**config.mk**
```make
export PLATFORM = sky130hd
export DESIGN_NAME = prod_bcd_conv
export DESIGN_NICKNAME = d
export VERILOG_FILES = /design/src/rtl/prod_bcd_pkg.sv /design/src/rtl/prod_bcd_conv_add3.sv /design/src/rtl/prod_bcd_conv.sv
export SDC_FILE = /design/constraint.sdc
export NUM_CORES = 1
export LEC_CHECK = 0
export ABC_AREA = 0
export BUFFER_PORTS_ARGS = -buffer_cell sky130_fd_sc_hd__buf_2
export CORE_ASPECT_RATIO = 1.25
export CORE_MARGIN = 2
export CORE_UTILIZATION = 57
export DETAILED_ROUTE_END_ITERATION = 10
export PLACE_DENSITY = 0.79
export SYNTH_ARGS = -nofsm -noshare
export SYNTH_HDL_FRONTEND = slang
export SYNTH_SLANG_ARGS = --single-unit
export TNS_END_PERCENT = 5
```
**constraint.sdc**
```tcl
create_clock -name clk -period 2.8 [get_ports clk]
set_input_delay 0.28 -clock clk [delete_from_list [all_inputs] [get_ports clk]]
set_output_delay 0.28 -clock clk [all_outputs]
set_load 0.02 [all_outputs]
```
**src/rtl/prod_bcd_pkg.sv**
```systemverilog
// prod_bcd_pkg: shared definitions for the product-to-BCD converter.
//   PBC_BIN_W  default binary input width (multiplier product width)
//   PBC_NDIG   default BCD digit count (10^NDIG > 2^BIN_W)
//   DIG_W      width of one BCD digit
//   PBC_CNT_W  width of the shift-bit counter for the default BIN_W
//   pbc_state_e converter FSM state encoding
package prod_bcd_pkg;

    localparam int PBC_BIN_W = 18;
    localparam int PBC_NDIG  = 6;
    localparam int DIG_W     = 4;
    localparam int PBC_CNT_W = $clog2(PBC_BIN_W + 1);

    typedef enum logic [1:0] {
        IDLE  = 2'd0,
        SHIFT = 2'd1,
        DONE  = 2'd2
    } pbc_state_e;

endpackage

```
**src/rtl/prod_bcd_conv_add3.sv**
```systemverilog
// bcd_add3: combinational double-dabble digit correction.
//   d_i  in  DIG_W  scratch digit before the shift
//   d_o  out DIG_W  d_i + 3 when d_i >= 5, else d_i (4-bit, no carry out)
module bcd_add3
    import prod_bcd_pkg::*;
(
    input  logic [DIG_W-1:0] d_i,
    output logic [DIG_W-1:0] d_o
);

    assign d_o = (d_i >= DIG_W'(5)) ? d_i + DIG_W'(3) : d_i;

endmodule

```
**src/rtl/prod_bcd_conv.sv**
```systemverilog
// prod_bcd_conv: sequential shift-and-add-3 binary to packed BCD converter,
// one input bit per clock, for the multiplier's product display path.
//   clk        in   rising-edge clock
//   reset      in   asynchronous active-high reset
//   start      in   request conversion of bin (sampled in IDLE/DONE only)
//   bin        in   BIN_W unsigned value, captured at the accepted start edge
//   busy       out  high while the conversion is shifting
//   done       out  one-cycle pulse, bcd holds a fresh result
//   bcd        out  packed BCD, digit 0 (units) in [3:0]
//   blank      out  leading-zero blank flags, registered with bcd
//                   (present only when PBC_LZ_BLANK_EN is defined)
//   dbg_state  out  current FSM state
//
// Handshake: start is accepted on a rising edge while the FSM is in IDLE or
// DONE; it is ignored in SHIFT (busy=1), nothing is queued. Exactly BIN_W+1
// edges after the accepting edge, done is high for one cycle and bcd is valid;
// bcd then holds until the next completion. A start seen during the done cycle
// begins the next conversion with no idle gap.
module prod_bcd_conv
    import prod_bcd_pkg::*;
#(
    parameter int BIN_W = PBC_BIN_W,
    parameter int NDIG  = PBC_NDIG
)
(
    input  logic                  clk,
    input  logic                  reset,
    input  logic                  start,
    input  logic [BIN_W-1:0]      bin,
    output logic                  busy,
    output logic                  done,
    output logic [DIG_W*NDIG-1:0] bcd,
`ifdef PBC_LZ_BLANK_EN
    output logic [NDIG-1:0]       blank,
`endif
    output pbc_state_e            dbg_state
);

    localparam int CNT_W = $clog2(BIN_W + 1);
    localparam int BCD_W = DIG_W * NDIG;

    pbc_state_e       state_q;
    logic [CNT_W-1:0] cnt_q;
    logic [BIN_W-1:0] shift_q;
    logic [BCD_W-1:0] scratch_q;
    logic             busy_q;
    logic             done_q;
    logic [BCD_W-1:0] bcd_q;

    logic [BCD_W-1:0] corr;
    logic [BCD_W-1:0] scratch_d;
    logic [BIN_W-1:0] shift_d;
    logic [CNT_W-1:0] cnt_d;

    // All digits are corrected in parallel before the shift.
    for (genvar g = 0; g < NDIG; g++) begin : g_add3
        bcd_add3 u_add3 (
            .d_i (scratch_q[g*DIG_W +: DIG_W]),
            .d_o (corr[g*DIG_W +: DIG_W])
        );
    end

    // The top scratch bit falls off the shift; it is always zero for any
    // value that fits in NDIG digits.
    assign scratch_d = BCD_W'({corr, shift_q[BIN_W-1]});
    assign shift_d   = {shift_q[BIN_W-2:0], 1'b0};
    assign cnt_d     = cnt_q + CNT_W'(1);

`ifdef PBC_LZ_BLANK_EN
    logic [NDIG-1:0] blank_q;
    logic [NDIG-1:0] blank_d;
    logic            all_zero;

    // Digit i blanks when it and every higher digit are zero; digit 0 never
    // blanks so a zero result still shows one "0".
    always_comb begin
        blank_d  = '0;
        all_zero = 1'b1;
        for (int i = NDIG - 1; i >= 1; i--) begin
            if (scratch_q[i*DIG_W +: DIG_W] != '0) begin
                all_zero = 1'b0;
            end
            blank_d[i] = all_zero;
        end
    end

    assign blank = blank_q;
`endif

    always_ff @(posedge clk or posedge reset) begin
        if (reset) begin
            state_q   <= IDLE;
            cnt_q     <= '0;
            shift_q   <= '0;
            scratch_q <= '0;
            busy_q    <= 1'b0;
            done_q    <= 1'b0;
            bcd_q     <= '0;
`ifdef PBC_LZ_BLANK_EN
            blank_q   <= '0;
`endif
        end else begin
            case (state_q)
                IDLE: begin
                    done_q <= 1'b0;
                    if (start) begin
                        state_q   <= SHIFT;
                        shift_q   <= bin;
                        scratch_q <= '0;
                        cnt_q     <= '0;
                        busy_q    <= 1'b1;
                    end
                end
                SHIFT: begin
                    // The completion edge does no shifting: it only publishes
                    // the scratch, giving the BIN_W+1 edge latency.
                    if (cnt_q == CNT_W'(BIN_W)) begin
                        state_q <= DONE;
                        busy_q  <= 1'b0;
                        done_q  <= 1'b1;
                        bcd_q   <= scratch_q;
`ifdef PBC_LZ_BLANK_EN
                        blank_q <= blank_d;
`endif
                    end else begin
                        scratch_q <= scratch_d;
                        shift_q   <= shift_d;
                        cnt_q     <= cnt_d;
                    end
                end
                DONE: begin
                    done_q <= 1'b0;
                    if (start) begin
                        state_q   <= SHIFT;
                        shift_q   <= bin;
                        scratch_q <= '0;
                        cnt_q     <= '0;
                        busy_q    <= 1'b1;
                    end else begin
                        state_q <= IDLE;
                    end
                end
                default: begin
                    state_q <= IDLE;
                    busy_q  <= 1'b0;
                    done_q  <= 1'b0;
                end
            endcase
        end
    end

    assign busy      = busy_q;
    assign done      = done_q;
    assign bcd       = bcd_q;
    assign dbg_state = state_q;

endmodule

```
== Yosys cells after proc, flatten, opt, wreduce, memory -nomap -nowiden ==
Cells that the tools add are included.

* Latch bits: 0
* Bits of input ports: 21
* Register bits: 75
* Output and inout bits: 28
* Memory bits (read-only): 0
* Memories: 0
* RAM bits: 0

* Bitwise logic cells: 0
* Multiply operators: 0
* Shift-type cells: 0
* Reductions and logical operators: 7
* Eq/ne operators: 7
* Multiplexer cells: 24
* Divide/modulo/power cells: 0
* $add $sub $neg: 7
* Order comparisons: 6

{| class="wikitable"
|+ Operator list
! kind !! count
|-
| 24-bit 2-to-1 mux || 2
|-
| 24-bit one-hot mux with 2 select lines || 1
|-
| 18-bit 2-to-1 mux || 2
|-
| 18-bit one-hot mux with 2 select lines || 1
|-
| 4-bit by 3-bit greater-or-equal comparator with 1-bit output, second input constant || 6
|-
| 4-bit by 2-bit adder with 4-bit output, second input constant || 5
|-
| 4-bit 2-to-1 mux || 5
|-
| 5-bit 2-to-1 mux || 2
|-
| 5-bit one-hot mux with 2 select lines || 1
|-
| 2-bit != test, second input constant || 3
|-
| 2-bit one-hot mux with 3 select lines || 1
|-
| 2-bit AND reduction || 3
|-
| 5-bit by 1-bit adder with 5-bit output, second input constant || 1
|-
| 5-bit equality test, second input constant || 1
|-
| 1-bit 2-to-1 mux || 5
|-
| 2-bit 2-to-1 mux || 2
|-
| 3-bit by 2-bit adder with 3-bit output, second input constant || 1
|-
| 3-bit 2-to-1 mux || 1
|-
| 3-bit AND reduction || 1
|-
| 2-bit by 1-bit equality test with 1-bit output, second input constant || 1
|-
| 2-bit equality test, second input constant || 1
|-
| 2-bit logical NOT || 1
|-
| 2-bit by 1-bit != test with 1-bit output, second input constant || 1
|-
| 1-bit one-hot mux with 2 select lines || 1
|-
| 2 further kinds || 2
|}

== Longest topological paths before layout ==
Gate-level depths: netlist of run 1.

* Word-level depth: 4
* Depth in mapped cells: 8
* Mapped depth without buffers: 6

== Cells and area by module ==
A second synthesis of run 1 with hierarchy kept.

* Cell total of the unflattened synthesis: 357
* Area total of the unflattened synthesis: 3,783.6 um^2

{| class="wikitable"
|+ By module, submodules not included
! module !! area an instance (um^2) !! instances !! seq. area each (um^2) !! cells each
|-
| prod_bcd_conv || 3,175.5 || 1 || 1,876.8 || 261
|-
| bcd_add3 || 101.3 || 6 || 0.0 || 16
|}

== Worst setup path after synthesis of run 1 ==
Ideal clock, no wire load.

* Kind: reg2reg
* From: register state_q[0] (netlist: dbg_state[0])
* To: register bcd_q[18] (netlist: bcd[18])
* Setup slack: 1,270 ps
* Arrival time: 1,405 ps
* Cell stages (with the launch flop): 6
* Buffers on the path: 2
* Path through: dfrtp_1 > buf_4 > and2b_1 > nand2_4 > buf_6 > mux2_4

* Word-level cells in the longest chain between the ends: 2

{| class="wikitable"
|+ RTL lines
! what !! line !! text
|-
| start: declaration || prod_bcd_conv.sv:42 || <nowiki>pbc_state_e state_q;</nowiki>
|-
| start signal: assignment || prod_bcd_conv.sv:92 || <nowiki>state_q <= IDLE;</nowiki>
|-
| start signal: assignment || prod_bcd_conv.sv:107 || <nowiki>state_q <= SHIFT;</nowiki>
|-
| start signal: assignment || prod_bcd_conv.sv:118 || <nowiki>state_q <= DONE;</nowiki>
|-
| 2-bit by 1-bit equality test with 1-bit output || prod_bcd_conv.sv:103 || <nowiki>case (state_q)</nowiki>
|-
| 2-bit AND reduction (no line) || n/a ||
|-
| end signal: assignment || prod_bcd_conv.sv:121 || <nowiki>bcd_q <= scratch_q;</nowiki>
|-
| end: declaration || prod_bcd_conv.sv:48 || <nowiki>logic [BCD_W-1:0] bcd_q;</nowiki>
|}

No other way between the ends.
A chain may end at the register's enable or synchronous reset.

== Worst setup path after layout of run 1 ==
* From: register cnt_q[0]
* To: register cnt_q[2]

* Word-level cells in the longest chain between the ends: 3
* Elaborated cells on any way between the ends: 6
* Classes of those cells: 1 x add/sub; 2 x eq/ne; 2 x mux; 1 x reduce/logical

{| class="wikitable"
|+ RTL lines
! what !! line !! text
|-
| start: declaration || prod_bcd_conv.sv:43 || <nowiki>logic [CNT_W-1:0] cnt_q;</nowiki>
|-
| start signal: assignment || prod_bcd_conv.sv:128 || <nowiki>cnt_q <= cnt_d;</nowiki>
|-
| 5-bit by 1-bit adder with 5-bit output / 5-bit equality test (equally long branches) || prod_bcd_conv.sv:67, prod_bcd_conv.sv:117 ||
|-
| 5-bit 2-to-1 mux / 2-bit != test (equally long branches) || n/a ||
|-
| 5-bit one-hot mux with 2 select lines / 3-bit AND reduction (equally long branches) || n/a ||
|}

Several ways; a longest one is shown, not always the timed one. The select of a mux whose other input is x is not followed.

==> results of run 1 <==
[per-layer routing]
layer	part of all wire (%)	GRT usage (%)	wire [um]	vias up
li1	-	-	-	1249
met5	0	0	0	-
met3	4.3	3.63	271	15
met4	2.6	11.2	166	0
met2	52	32.4	3260	64
met1	42	24.9	2630	1234
[power breakdown]
part	leakage (nW)	switching, W	internal [W]
combinational	0.994	0.00122	0.000936
sequential	0.934	0.000352	0.00159
clock	0.113	0.000381	0.000549
total	2.04	0.00195	0.00307
[sequential cells by signal, summed over array words and instances (netlist names)]
register   cells
bcd           24
busy           1
cnt_q          5
dbg_state      2
done           1
scratch_q     24
shift_q       18
[tightest hold or removal path, stage by stage]
cell and delay, ns:
buf_2 0.07, nand2_1 0.04, o221ai_1 0.06
[worst max-delay path by stage]
stage,end,slack [ns],startpoint
finish,cnt_q[2],0.95,cnt_q[0]
floorplan,bcd[0],0.61,reset
detailed placement,cnt_q[2],0.91,cnt_q[0]
global placement,cnt_q[2],0.99,cnt_q[0]
global route,cnt_q[2],0.79,cnt_q[0]
CTS,cnt_q[2],0.91,cnt_q[0]
[logic make-up after synthesis]
| kind of cell | after synthesis | synth area share (%) |
|---|---|---|
| fa+ha+maj | 14 | 4.95 |
| mux | 34 | 10.8 |
| compound gates | 75 | 11.6 |
| buf+inv | 36 | 5.05 |
| simple gates | 92 | 12.6 |
| flops | 75 | 53.0 |
| xor+xnor | 8 | 1.98 |
[what timing repair did]
action                    4_1_cts  5_1_grt
resized for setup               0        0
hold endpoints to repair       16        0
setup buffers                   0        0
hold buffers                    1        0
[cells in the mapped netlist (6+ instances only)]
cell	n	area share, %
mux2_2	13	4.1
xnor2_1	6	1.5
o21ai_1	18	2.5
o21ai_0	19	2.7
nand3_1	23	3.3
nand2b_1	9	1.6
a21oi_1	26	3.7
nor2_1	25	2.7
buf_2	8	1.1
mux2i_1	16	4.5
ha_1	14	4.9
dfrtp_1	75	53
nand2_1	24	2.5
inv_1	18	1.9
[through the flow]
stage	area [um2]	setup WS (ns)	hold WS [ns]	util, %	instances
2_1_floorplan	3540	0.610	0.397	-	334
3_3_place_gp	3830	0.985	0.361	63.0	455
3_5_place_dp	3830	0.913	0.365	63.0	455
4_1_cts	4070	0.909	0.129	66.9	472
5_1_grt	4070	0.793	0.137	66.9	472
6_report	4070	0.947	0.143	66.9	472
[final cells by class]
cell class,instances,area (um2),share of cell area [%]
Clock buffer,12,155,3.81
Clock inverter,4,72.6,1.78
Inverter,18,67.6,1.66
Sequential cell,75,1880,46.1
Multi-Input combinational cell,223,1490,36.5
Timing Repair Buffer,55,308,7.56
Tap cell,85,106,2.61
==> results.rst, run 1 <==
.. list-table::
   :header-rows: 1

   * - Metric
     - Value
   * - Area of the placeable core
     - 0.00609 mm2
   * - Floorplan die width
     - 74.5 um
   * - Setup Crit Path Kind
     - flip-flop to flip-flop
   * - Die span in y
     - 92.1 um
   * - Unrepaired setup endpoints after global routing
     - no
   * - Series of cell instances along the critical path
     - inv_1 -> ha_1 -> and4bb_4 -> nor2_1 -> nand2_1 -> mux2i_1
   * - Kind of launch point of the worst setup path
     - flip-flop
   * - Slowest cell on the critical path
     - nor2_1
   * - Power density relative to cell area
     - 1230 mW/mm2
   * - FF-to-FF path depth
     - 6
   * - FILL cells
     - 485
   * - Routed via count divided by cell count
     - 5.43
   * - Root Driver
     - clkbuf_8
   * - Detailed-routing iteration count for the pre-antenna-repair pass
     - 4
   * - Number of storage elements in the synthesis netlist
     - 75
   * - Number of flops mapped to enable cells by yosys
     - 0
   * - Wire length of the first global-routing pass
     - 10700 um
   * - Cell depth of the worst setup path
     - 6
   * - Post-synthesis instance area
     - 0.00354 mm2
   * - Critical path fanouts, max
     - 11
   * - Async S/R FF share, synth
     - 100%
   * - Sequential share of the synthesized area
     - 53.0%
   * - Accumulated negative setup slack
     - 0 ns
   * - Highest Clock Rate
     - 0.540 GHz
   * - Number of setup violations in the final report
     - 0
   * - Total number of nets in the final design
     - 417
   * - Number of global-route vias before repair
     - 2487
   * - Source-to-sink clock delay at the later pin of the worst-skew pair
     - 0.34 ns
   * - Starting utilization of the core area
     - 58.2%
   * - Port-buffer cells
     - 48
   * - Clock-pin slew on the worst setup and hold paths
     - 0.08 ns
   * - Main flop type after synthesis
     - dfrtp_1
   * - Initial antenna violation count
     - 0
   * - Cell count of the worst hold path
     - 3
   * - Worst flop-to-flop path startpoint
     - cnt_q[0]
   * - Total power
     - 0.00503 W
   * - H-tree depth reported by CTS
     - 3
   * - Clock Skew
     - 0.00798 ns
   * - CP peak stage delay
     - 0.56 ns
   * - Leakage power of the design
     - 2.04 nW
   * - Remaining max-slew budget at the tightest pin
     - 51.9%
   * - I/O pin cnt
     - 49
   * - Slack of the worst reg-to-reg path
     - 0.95 ns
   * - Overall track demand over capacity in global routing
     - 20.1%
   * - Detail Placement HPWL
     - 4310 um
   * - Number of pins with negative max-slew slack in the final report
     - 0
   * - Area of the die
     - 0.00686 mm2
   * - Number of distinct library cells after synthesis
     - 32
   * - Hold path start
     - bin[16]
   * - Std cell rows
     - 32
   * - Endpoint required time on the critical path
     - 3.03 ns
   * - Maximum number of pins on one net before global-route repair
     - 52
   * - VDD IR max
     - 606 uV
   * - Mapped Avg Cell Area
     - 10.6 um2
   * - Status
     - complete, no violations
   * - Detail Route Antenna Nets
     - 0
   * - Buffers & Inverters on Critical Path
     - 1
   * - Max clock buf depth
     - 2
   * - Syn-to-layout area delta
     - 15.0%
   * - Worst hold-check path type
     - primary input to flip-flop
   * - Placer's final routability congestion estimate
     - 0.789
   * - Highest-count cells in the layout ignoring fill and taps
     - 75 x dfrtp_1, 48 x buf_2, 26 x a21oi_1, 25 x nor2_1, 24 x nand2_1
   * - Endpoint with the worst hold slack
     - shift_q[16]
   * - Net count of the mapped netlist
     - 369
   * - Worst Setup End Kind
     - flip-flop
   * - Minimum period implied by the final worst setup slack
     - 1.85 ns
   * - Final antenna diode count
     - 0
   * - Clock buffer count from CTS
     - 9
   * - Share of final-layout standard cells stronger than drive strength 1
     - 23.5%
   * - Synthesized instance count
     - 334
   * - Data arrival time of the critical path
     - 2.08 ns
   * - Number of maximum-capacitance violations
     - 0
   * - YS warnings
     - 0
   * - Critical register-to-register path endpoint
     - cnt_q[2]
   * - Detailed-route wire length per cell
     - 13.4 um
   * - Final cycle utilization of the critical path
     - 66.2%
   * - Number of DRC violations after detailed-routing iteration 0
     - 124
   * - # DRC
     - 0
   * - Total wire length after detailed routing
     - 6330 um
   * - Clock net sink count
     - 75
   * - Commonest non-fill, non-tap cell in the layout
     - dfrtp_1
   * - Hold Fails Final Rpt
     - 0
   * - Clock tree from TritonCTS
     - done
   * - Crit path max-delay family
     - simple AND/OR/NAND/NOR gates
   * - Transition at the pin with the smallest max-transition slack
     - 0.719 ns
   * - Residual overflow from global routing
     - 0
   * - Number of vias after detailed routing
     - 2562
Power figures use the tool's default switching activity.
==> run 2: changes to the inputs <==
- ABC_AREA: 0 -> 1
- CORE_UTILIZATION: 57 -> 52
- PLACE_DENSITY: 0.79 -> 0.76
- clock period: 2.8 -> 1.6 ns (I/O delays scaled with it)
==> run 2 against run 1 <==
Design area rose by 7.4%. Via count grew 23%. Clock power is 42% higher. Sequential share of layout area down 3.2 points.
==> results.rst, run 2 <==
.. list-table::
   :header-rows: 1

   * - Metric
     - Value
   * - Status
     - complete, no violations (unchanged)
   * - Fraction of synthesized cell area taken by the top area cell type
     - 50.8% (was 53.0%)
   * - Overall track demand over capacity in global routing
     - 20.2% (was 20.1%)
   * - Total wire length after detailed routing
     - 7740 um (was 6330 um)
   * - Worst flop-to-flop path startpoint
     - cnt_q[0] (unchanged)
   * - Dominant combinational cell family by area after synthesis
     - simple AND/OR/NAND/NOR gates (unchanged)
   * - YS warnings
     - 0 (unchanged)
   * - Clock Skew
     - 0.00917 ns (was 0.00798 ns)
   * - CP peak stage delay
     - 0.43 ns (was 0.56 ns)
   * - Final non-filler cell area
     - 0.00437 mm2 (was 0.00407 mm2)
   * - Worst Setup End Kind
     - flip-flop (unchanged)
   * - Remaining max-slew budget at the tightest pin
     - 77.4% (was 51.9%)
   * - I/O pin cnt
     - 49 (unchanged)
   * - Clock network fraction of design power
     - 14.9% (was 18.5%)
   * - Buffers & Inverters on Critical Path
     - 3 (was 1)
   * - Std cell rows
     - 34 (was 32)
   * - Detailed-routing iteration count for the pre-antenna-repair pass
     - 5 (was 4)
   * - Endpoint required time on the critical path
     - 1.82 ns (was 3.03 ns)
   * - Leakage power of the design
     - 2.42 nW (was 2.04 nW)
   * - Series of cell instances along the critical path
     - inv_2 -> ha_1 -> nand2_1 -> inv_1 -> nand2_2 -> nand2_4 -> nand2_4 -> clkbuf_16 -> nand2_1 -> o21ai_0 (was inv_1 -> ha_1 -> and4bb_4 -> nor2_1 -> nand2_1 -> mux2i_1)
   * - Clock tree from TritonCTS
     - done (unchanged)
   * - # DRC
     - 0 (unchanged)
   * - Area of the placeable core
     - 0.00693 mm2 (was 0.00609 mm2)
   * - Die span in y
     - 98.3 um (was 92.1 um)
   * - Cell taking the most area after synthesis
     - dfrtp_1 (unchanged)
   * - Biggest area contributors in the synthesized netlist
     - dfrtp_1 51%, nand2_1 21%, o21ai_0 5.7% (was dfrtp_1 53%, ha_1 4.9%, mux2i_1 4.5%)
   * - Post-Synth Simple-Gate Area
     - 27.9% (was 12.6%)
   * - Share of final-layout standard cells stronger than drive strength 1
     - 17.8% (was 23.5%)
   * - Number of pins with negative max-slew slack in the final report
     - 0 (unchanged)
   * - Initial antenna violation count
     - 0 (unchanged)
   * - Switching power summed over all nets
     - 0.00393 W (was 0.00195 W)
   * - Unrepaired setup endpoints after global routing
     - yes (was no)
   * - VDD IR max
     - 979 uV (was 606 uV)
   * - Number of vias after detailed routing
     - 3157 (was 2562)
   * - Number of flops mapped to enable cells by yosys
     - 0 (unchanged)
   * - Post-Synth XOR/XNOR Area
     - 0.237% (was 1.98%)
   * - Routed via count divided by cell count
     - 5.06 (was 5.43)
   * - Highest Clock Rate
     - 0.650 GHz (was 0.540 GHz)
   * - Detail Route Antenna Nets
     - 0 (unchanged)
   * - Commonest non-fill, non-tap cell in the layout
     - nand2_1 (was dfrtp_1)
   * - Root Driver
     - clkbuf_8 (unchanged)
   * - Data arrival time of the critical path
     - 1.76 ns (was 2.08 ns)
   * - Wire length of the first global-routing pass
     - 12700 um (was 10700 um)
   * - Final antenna diode count
     - 0 (unchanged)
   * - Number of storage elements in the synthesis netlist
     - 75 (unchanged)
   * - Detailed-route wire length per cell
     - 12.4 um (was 13.4 um)
   * - Number of maximum-capacitance violations
     - 0 (unchanged)
   * - Async S/R FF share, synth
     - 100% (unchanged)
   * - Syn-to-layout area delta
     - 18.3% (was 15.0%)
   * - Combinational group share of total power
     - 49.7% (was 42.9%)
   * - Kind of launch point of the worst setup path
     - flip-flop (unchanged)
   * - Max clock buf depth
     - 2 (unchanged)
   * - Critical Path Source
     - cnt_q[0] (unchanged)
   * - Clock net sink count
     - 75 (unchanged)
   * - Final worst setup slack
     - 0.0626 ns (was 0.947 ns)
   * - Post-Synth Adder-Cell Area
     - 4.74% (was 4.95%)
   * - Clock-pin slew on the worst setup and hold paths
     - 0.08 ns (about the same)
   * - Minimum period implied by the final worst setup slack
     - 1.54 ns (was 1.85 ns)
   * - Source-to-sink clock delay at the later pin of the worst-skew pair
     - 0.34 ns (about the same)
   * - Clock buffer count from CTS
     - 9 (unchanged)
   * - Sw Ratio
     - 44.3% (was 38.9%)
   * - Net count of the mapped netlist
     - 503 (was 369)
   * - Area of the die
     - 0.00781 mm2 (was 0.00686 mm2)
   * - Number of global-route vias before repair
     - 3023 (was 2487)
   * - Starting utilization of the core area
     - 53.3% (was 58.2%)
   * - Number of distinct library cells after synthesis
     - 21 (was 32)
   * - Number of setup violations in the final report
     - 0 (unchanged)
   * - Hold path start
     - bin[0] (was bin[16])
   * - Post-synthesis instance area
     - 0.00370 mm2 (was 0.00354 mm2)
   * - Most frequently used cell type in the post-synthesis netlist
     - nand2_1 (was dfrtp_1)
   * - Mapped Avg Cell Area
     - 7.90 um2 (was 10.6 um2)
   * - Setup Crit Path Kind
     - flip-flop to flip-flop (unchanged)
   * - H-tree depth reported by CTS
     - 3 (unchanged)
   * - Floorplan die width
     - 79.4 um (was 74.5 um)
   * - Hold Fails Final Rpt
     - 0 (unchanged)
   * - Power density relative to cell area
     - 2030 mW/mm2 (was 1230 mW/mm2)
   * - Final cycle utilization of the critical path
     - 96.1% (was 66.2%)
   * - Crit path max-delay family
     - flip-flops (was simple AND/OR/NAND/NOR gates)
   * - Total number of nets in the final design
     - 564 (was 417)
   * - Highest-count cells in the layout ignoring fill and taps
     - 204 x nand2_1, 74 x dfrtp_1, 48 x buf_2, 39 x o21ai_0, 35 x inv_1 (was 75 x dfrtp_1, 48 x buf_2, 26 x a21oi_1, 25 x nor2_1, 24 x nand2_1)
   * - Slowest cell on the critical path
     - dfrtp_1 (was nor2_1)
   * - Transition at the pin with the smallest max-transition slack
     - 0.339 ns (was 0.719 ns)
   * - Int Pwr
     - 0.00495 W (was 0.00307 W)
   * - Number of DRC violations after detailed-routing iteration 0
     - 181 (was 124)
   * - Detail Placement HPWL
     - 4960 um (was 4310 um)
   * - Placer's final routability congestion estimate
     - 0.832 (was 0.789)
   * - Worst setup timing slack at the placement stage
     - 0.0245 ns (was 0.913 ns)
   * - Post-synthesis compound-gate area fraction
     - 8.73% (was 11.6%)
   * - Main flop type after synthesis
     - dfrtp_1 (unchanged)
   * - Critical path fanouts, max
     - 12 (was 11)
   * - Cell area after placement
     - 0.00406 mm2 (was 0.00383 mm2)
   * - Worst hold-check path type
     - primary input to flip-flop (unchanged)
   * - Maximum number of pins on one net before global-route repair
     - 63 (was 52)
   * - Synthesized instance count
     - 468 (was 334)
   * - Residual overflow from global routing
     - 0 (unchanged)
   * - Sequential share of the synthesized area
     - 50.8% (was 53.0%)
   * - Port-buffer cells
     - 48 (unchanged)
   * - Sequential fraction of design power
     - 35.4% (was 38.6%)
   * - FILL cells
     - 594 (was 485)
   * - Mux contribution to synthesized area
     - 0% (was 10.8%)
   * - Commonest cells post-synth
     - 205 x nand2_1, 75 x dfrtp_1, 42 x o21ai_0, 38 x inv_1, 27 x nand3_1 (was 75 x dfrtp_1, 26 x a21oi_1, 25 x nor2_1, 24 x nand2_1, 23 x nand3_1)
[run 2: per-stage QoR]
stage,setup TNS (ns),util (%),instances,power [W],hold WS (ns)
floorplan,0,-,468,0.00611,0.277
global placement,0,58.5,600,0.00698,0.152
detailed placement,0,58.5,600,0.00714,0.151
CTS,0,61.3,617,0.00849,0.00670
global route,-0.451,63.1,624,0.00967,0.0263
finish,0,63.1,624,0.00887,0.0166
[run 2: layout make-up]
| class | count | area, um2 | share of cell area [%] |
|---|---|---|---|
| Clock buffer | 11 | 151 | 3.46 |
| Multi-Input combinational cell | 335 | 1550 | 35.4 |
| Clock inverter | 5 | 27.5 | 0.629 |
| Inverter | 41 | 168 | 3.83 |
| Timing Repair Buffer | 67 | 488 | 11.2 |
| Tap cell | 90 | 113 | 2.58 |
| Sequential cell | 75 | 1880 | 42.9 |
[run 2: final timing paths]
path                                 end  slack, ns  cells after the start
max in group asynchronous  scratch_q[19]       0.65                      4
setup / recovery                  bcd[5]       0.06                     10
min in group asynchronous     shift_q[0]       0.33                      3
setup reg to reg                  bcd[5]       0.06                     10
hold reg to reg               shift_q[2]       0.48                      2
hold / removal                shift_q[0]       0.02                      3
[run 2: metal layers]
layer	share of wire [%]	global-route usage, %	up-vias
met2	50	34.4	77
met1	44	24.3	1478
met5	0	0	-
li1	-	-	1593
met4	1.3	8.09	0
met3	4.6	5.08	9
[run 2: power by group through the flow]
stage | sequential [W] | combinational, W | clock, W
floorplan | 0.00338 | 0.00272 | 0
global route | 0.00324 | 0.00499 | 0.00144
global placement | 0.00313 | 0.00385 | 0
finish | 0.00314 | 0.00441 | 0.00132
CTS | 0.00313 | 0.00401 | 0.00135
detailed placement | 0.00316 | 0.00398 | 0
[run 2: cells by family (layout without fill, tap and decap cells)]
| group | count (synthesis) | in the layout |
|---|---|---|
| simple gates | 257 | 257 |
| flops | 75 | 75 |
| compound gates | 63 | 63 |
| buf+inv | 58 | 124 |
| fa+ha+maj | 14 | 14 |
| xor+xnor | 1 | 1 |
[run 2: worst min-delay path, delay by kind of cell]
family	cells	cell delay (ns)
buf+inv	1	0.07
simple gates	2	0.10
[run 2: what timing repair did]
item / in CTS / in global routing
setup endpoints to repair: 1 / 64
endpoints found under the hold margin: 13 / 0
resized for setup: 1 / 11
cloned: 0 / 3
hold buffers: 1 / 0
pin swaps: 0 / 2
setup buffers: 0 / 4
==> run 3: changes to the inputs <==
- CORE_MARGIN: 2 -> 1
==> run 3 against run 2 <==
Clock skew rose by 0.0015 ns. Flip-flop and latch count did not move. Wire length fell by 1.3%. Maximum frequency rose by 3.1%.
==> results.rst, run 3 (synthesis gave the netlist of run 2 again) <==
.. list-table::
   :header-rows: 1

   * - Metric
     - Value
   * - Status
     - complete, no violations (unchanged)
   * - Detailed-routing iteration count for the pre-antenna-repair pass
     - 4 (was 5)
   * - Final worst setup slack
     - 0.109 ns (was 0.0626 ns)
   * - Share of final-layout standard cells stronger than drive strength 1
     - 16.6% (was 17.8%)
   * - Number of vias after detailed routing
     - 3074 (was 3157)
   * - # DRC
     - 0 (unchanged)
   * - Number of global-route vias before repair
     - 2912 (was 3023)
   * - Max clock buf depth
     - 2 (unchanged)
   * - Syn-to-layout area delta
     - 17.2% (was 18.3%)
   * - Sw Ratio
     - 43.8% (was 44.3%)
   * - Accumulated negative setup slack
     - 0 ns (unchanged)
   * - Total power
     - 0.00878 W (was 0.00887 W)
   * - Initial antenna violation count
     - 0 (unchanged)
   * - Critical path fanouts, max
     - 30 (was 12)
   * - Worst hold-check path type
     - primary input to flip-flop (unchanged)
   * - Detail Placement HPWL
     - 5230 um (was 4960 um)
   * - Setup Crit Path Kind
     - flip-flop to flip-flop (unchanged)
   * - Highest-count cells in the layout ignoring fill and taps
     - 205 x nand2_1, 74 x dfrtp_1, 48 x buf_2, 39 x o21ai_0, 36 x inv_1 (was 204 x nand2_1, 74 x dfrtp_1, 48 x buf_2, 39 x o21ai_0, 35 x inv_1)
   * - Final antenna diode count
     - 0 (unchanged)
   * - Clock tree from TritonCTS
     - done (unchanged)
   * - Final cycle utilization of the critical path
     - 93.2% (was 96.1%)
   * - Power density relative to cell area
     - 2030 mW/mm2 (about the same)
   * - Root Driver
     - clkbuf_8 (unchanged)
   * - Floorplan die width
     - 77.4 um (was 79.4 um)
   * - Number of setup violations in the final report
     - 0 (unchanged)
   * - Worst setup timing slack at the placement stage
     - 0.0400 ns (was 0.0245 ns)
   * - Port-buffer cells
     - 48 (unchanged)
   * - Placer's final routability congestion estimate
     - 0.825 (was 0.832)
   * - Clock buffer count from CTS
     - 9 (unchanged)
   * - I/O pin cnt
     - 49 (unchanged)
   * - Combinational group share of total power
     - 46.2% (was 49.7%)
   * - Detail Route Antenna Nets
     - 0 (unchanged)
   * - Number of DRC violations after detailed-routing iteration 0
     - 182 (was 181)
   * - Data arrival time of the critical path
     - 1.76 ns (about the same)
   * - Highest Clock Rate
     - 0.671 GHz (was 0.650 GHz)
   * - Clock-pin slew on the worst setup and hold paths
     - 0.07 ns (was 0.08 ns)
   * - Residual overflow from global routing
     - 0 (unchanged)
   * - Source-to-sink clock delay at the later pin of the worst-skew pair
     - 0.35 ns (was 0.34 ns)
   * - Number of pins with negative max-slew slack in the final report
     - 0 (unchanged)
   * - Maximum number of pins on one net before global-route repair
     - 51 (was 63)
   * - Final non-filler cell area
     - 0.00433 mm2 (was 0.00437 mm2)
   * - Remaining max-slew budget at the tightest pin
     - 66.8% (was 77.4%)
   * - Wire length of the first global-routing pass
     - 13000 um (was 12700 um)
   * - Total wire length after detailed routing
     - 7640 um (was 7740 um)
   * - VDD IR max
     - 1140 uV (was 979 uV)
   * - Total number of nets in the final design
     - 560 (was 564)
   * - Clock net sink count
     - 75 (unchanged)
   * - Sequential fraction of design power
     - 35.8% (was 35.4%)
   * - Kind of launch point of the worst setup path
     - flip-flop (unchanged)
   * - Starting utilization of the core area
     - 53.3% (unchanged)
   * - Die span in y
     - 96.3 um (was 98.3 um)
   * - Int Pwr
     - 0.00494 W (was 0.00495 W)
   * - H-tree depth reported by CTS
     - 3 (unchanged)
   * - Minimum period implied by the final worst setup slack
     - 1.49 ns (was 1.54 ns)
   * - Worst Setup End Kind
     - flip-flop (unchanged)
   * - Commonest non-fill, non-tap cell in the layout
     - nand2_1 (unchanged)
   * - Endpoint required time on the critical path
     - 1.86 ns (was 1.82 ns)
   * - Detailed-route wire length per cell
     - 12.3 um (was 12.4 um)
   * - Clock Skew
     - 0.0106 ns (was 0.00917 ns)
   * - Hold Fails Final Rpt
     - 0 (unchanged)
   * - Routed via count divided by cell count
     - 4.96 (was 5.06)
   * - Number of maximum-capacitance violations
     - 0 (unchanged)
   * - Std cell rows
     - 34 (unchanged)
   * - Area of the die
     - 0.00745 mm2 (was 0.00781 mm2)
   * - Leakage power of the design
     - 2.38 nW (was 2.42 nW)
   * - Clock network fraction of design power
     - 18.1% (was 14.9%)
   * - Cell area after placement
     - 0.00409 mm2 (was 0.00406 mm2)
   * - Overall track demand over capacity in global routing
     - 22.8% (was 20.2%)
   * - Transition at the pin with the smallest max-transition slack
     - 0.498 ns (was 0.339 ns)
   * - Area of the placeable core
     - 0.00693 mm2 (unchanged)
   * - Switching power summed over all nets
     - 0.00385 W (was 0.00393 W)
   * - Final core occ
     - 62.5% (was 63.1%)
   * - Unrepaired setup endpoints after global routing
     - yes (unchanged)
## run 3: cell count changes in the layout (fill, tap and decap cells not counted), moves of 2 or more
cell	change
bufinv_16	+2
clkbuf_16	-3
clkbuf_8	-2
clkinv_4	+2
clkinv_2	-3
buf_4	-3
## run 3: power by group through the flow
stage	sequential [W]	combinational, W	clock [W]
6_report	0.00314	0.00406	0.00159
2_1_floorplan	0.00338	0.00272	0
3_5_place_dp	0.00316	0.00400	0
5_1_grt	0.00324	0.00464	0.00171
4_1_cts	0.00313	0.00405	0.00163
3_3_place_gp	0.00312	0.00388	0
## run 3: worst max-delay path, stage by stage (launching register included)
cell and delay [ns]:
dfrtp_1 0.40, inv_2 0.07, ha_1 0.14, nand2_1 0.05, inv_1 0.05, nand2_1 0.07, nand2_4 0.13, nand2_8 0.11
inv_4 0.08, buf_12 0.16, nand2_1 0.06, o21ai_1 0.09
## run 3: metrics by stage
| stage | hold slack, ns | std cells |
|---|---|---|
| after global routing | 0.0488 | 620 |
| after floorplan | 0.277 | 468 |
| after CTS | 0.0105 | 619 |
| after global placement | 0.214 | 602 |
| after detailed placement | 0.225 | 602 |
| final | 0.0307 | 620 |
## run 3: what timing repair did
item                                   CTS  global route
resized for setup                        1             8
endpoints found under the hold margin   18             0
setup buffers                            0             1
setup endpoints to repair                2            46
hold buffers                             1             0
## run 3: cell type report
class	count	area (um2)
clock buffers	10	128
clock inverters	6	90.1
fillers	595	2600
inverters	41	163
multi-input cells	335	1540
flip-flops and latches	75	1880
well taps	90	113
repair buffers	63	422
## run 3: worst paths after layout
check | from | end | slack [ns] | depth (start not counted)
min in group asynchronous | reset | shift_q[12] | 0.38 | 3
max | cnt_q[0] | cnt_q[1] | 0.11 | 11
max reg2reg | cnt_q[0] | cnt_q[1] | 0.11 | 11
min reg2reg | done | done | 0.48 | 2
min | bin[0] | shift_q[0] | 0.03 | 3
max in group asynchronous | reset | shift_q[1] | 0.69 | 4
## run 3: layer usage
metal | global-route usage [%] | wire [um]
met5 | 0 | 0
met4 | 11.5 | 143
met3 | 4.83 | 261
met2 | 39.9 | 3870
met1 | 26.7 | 3370
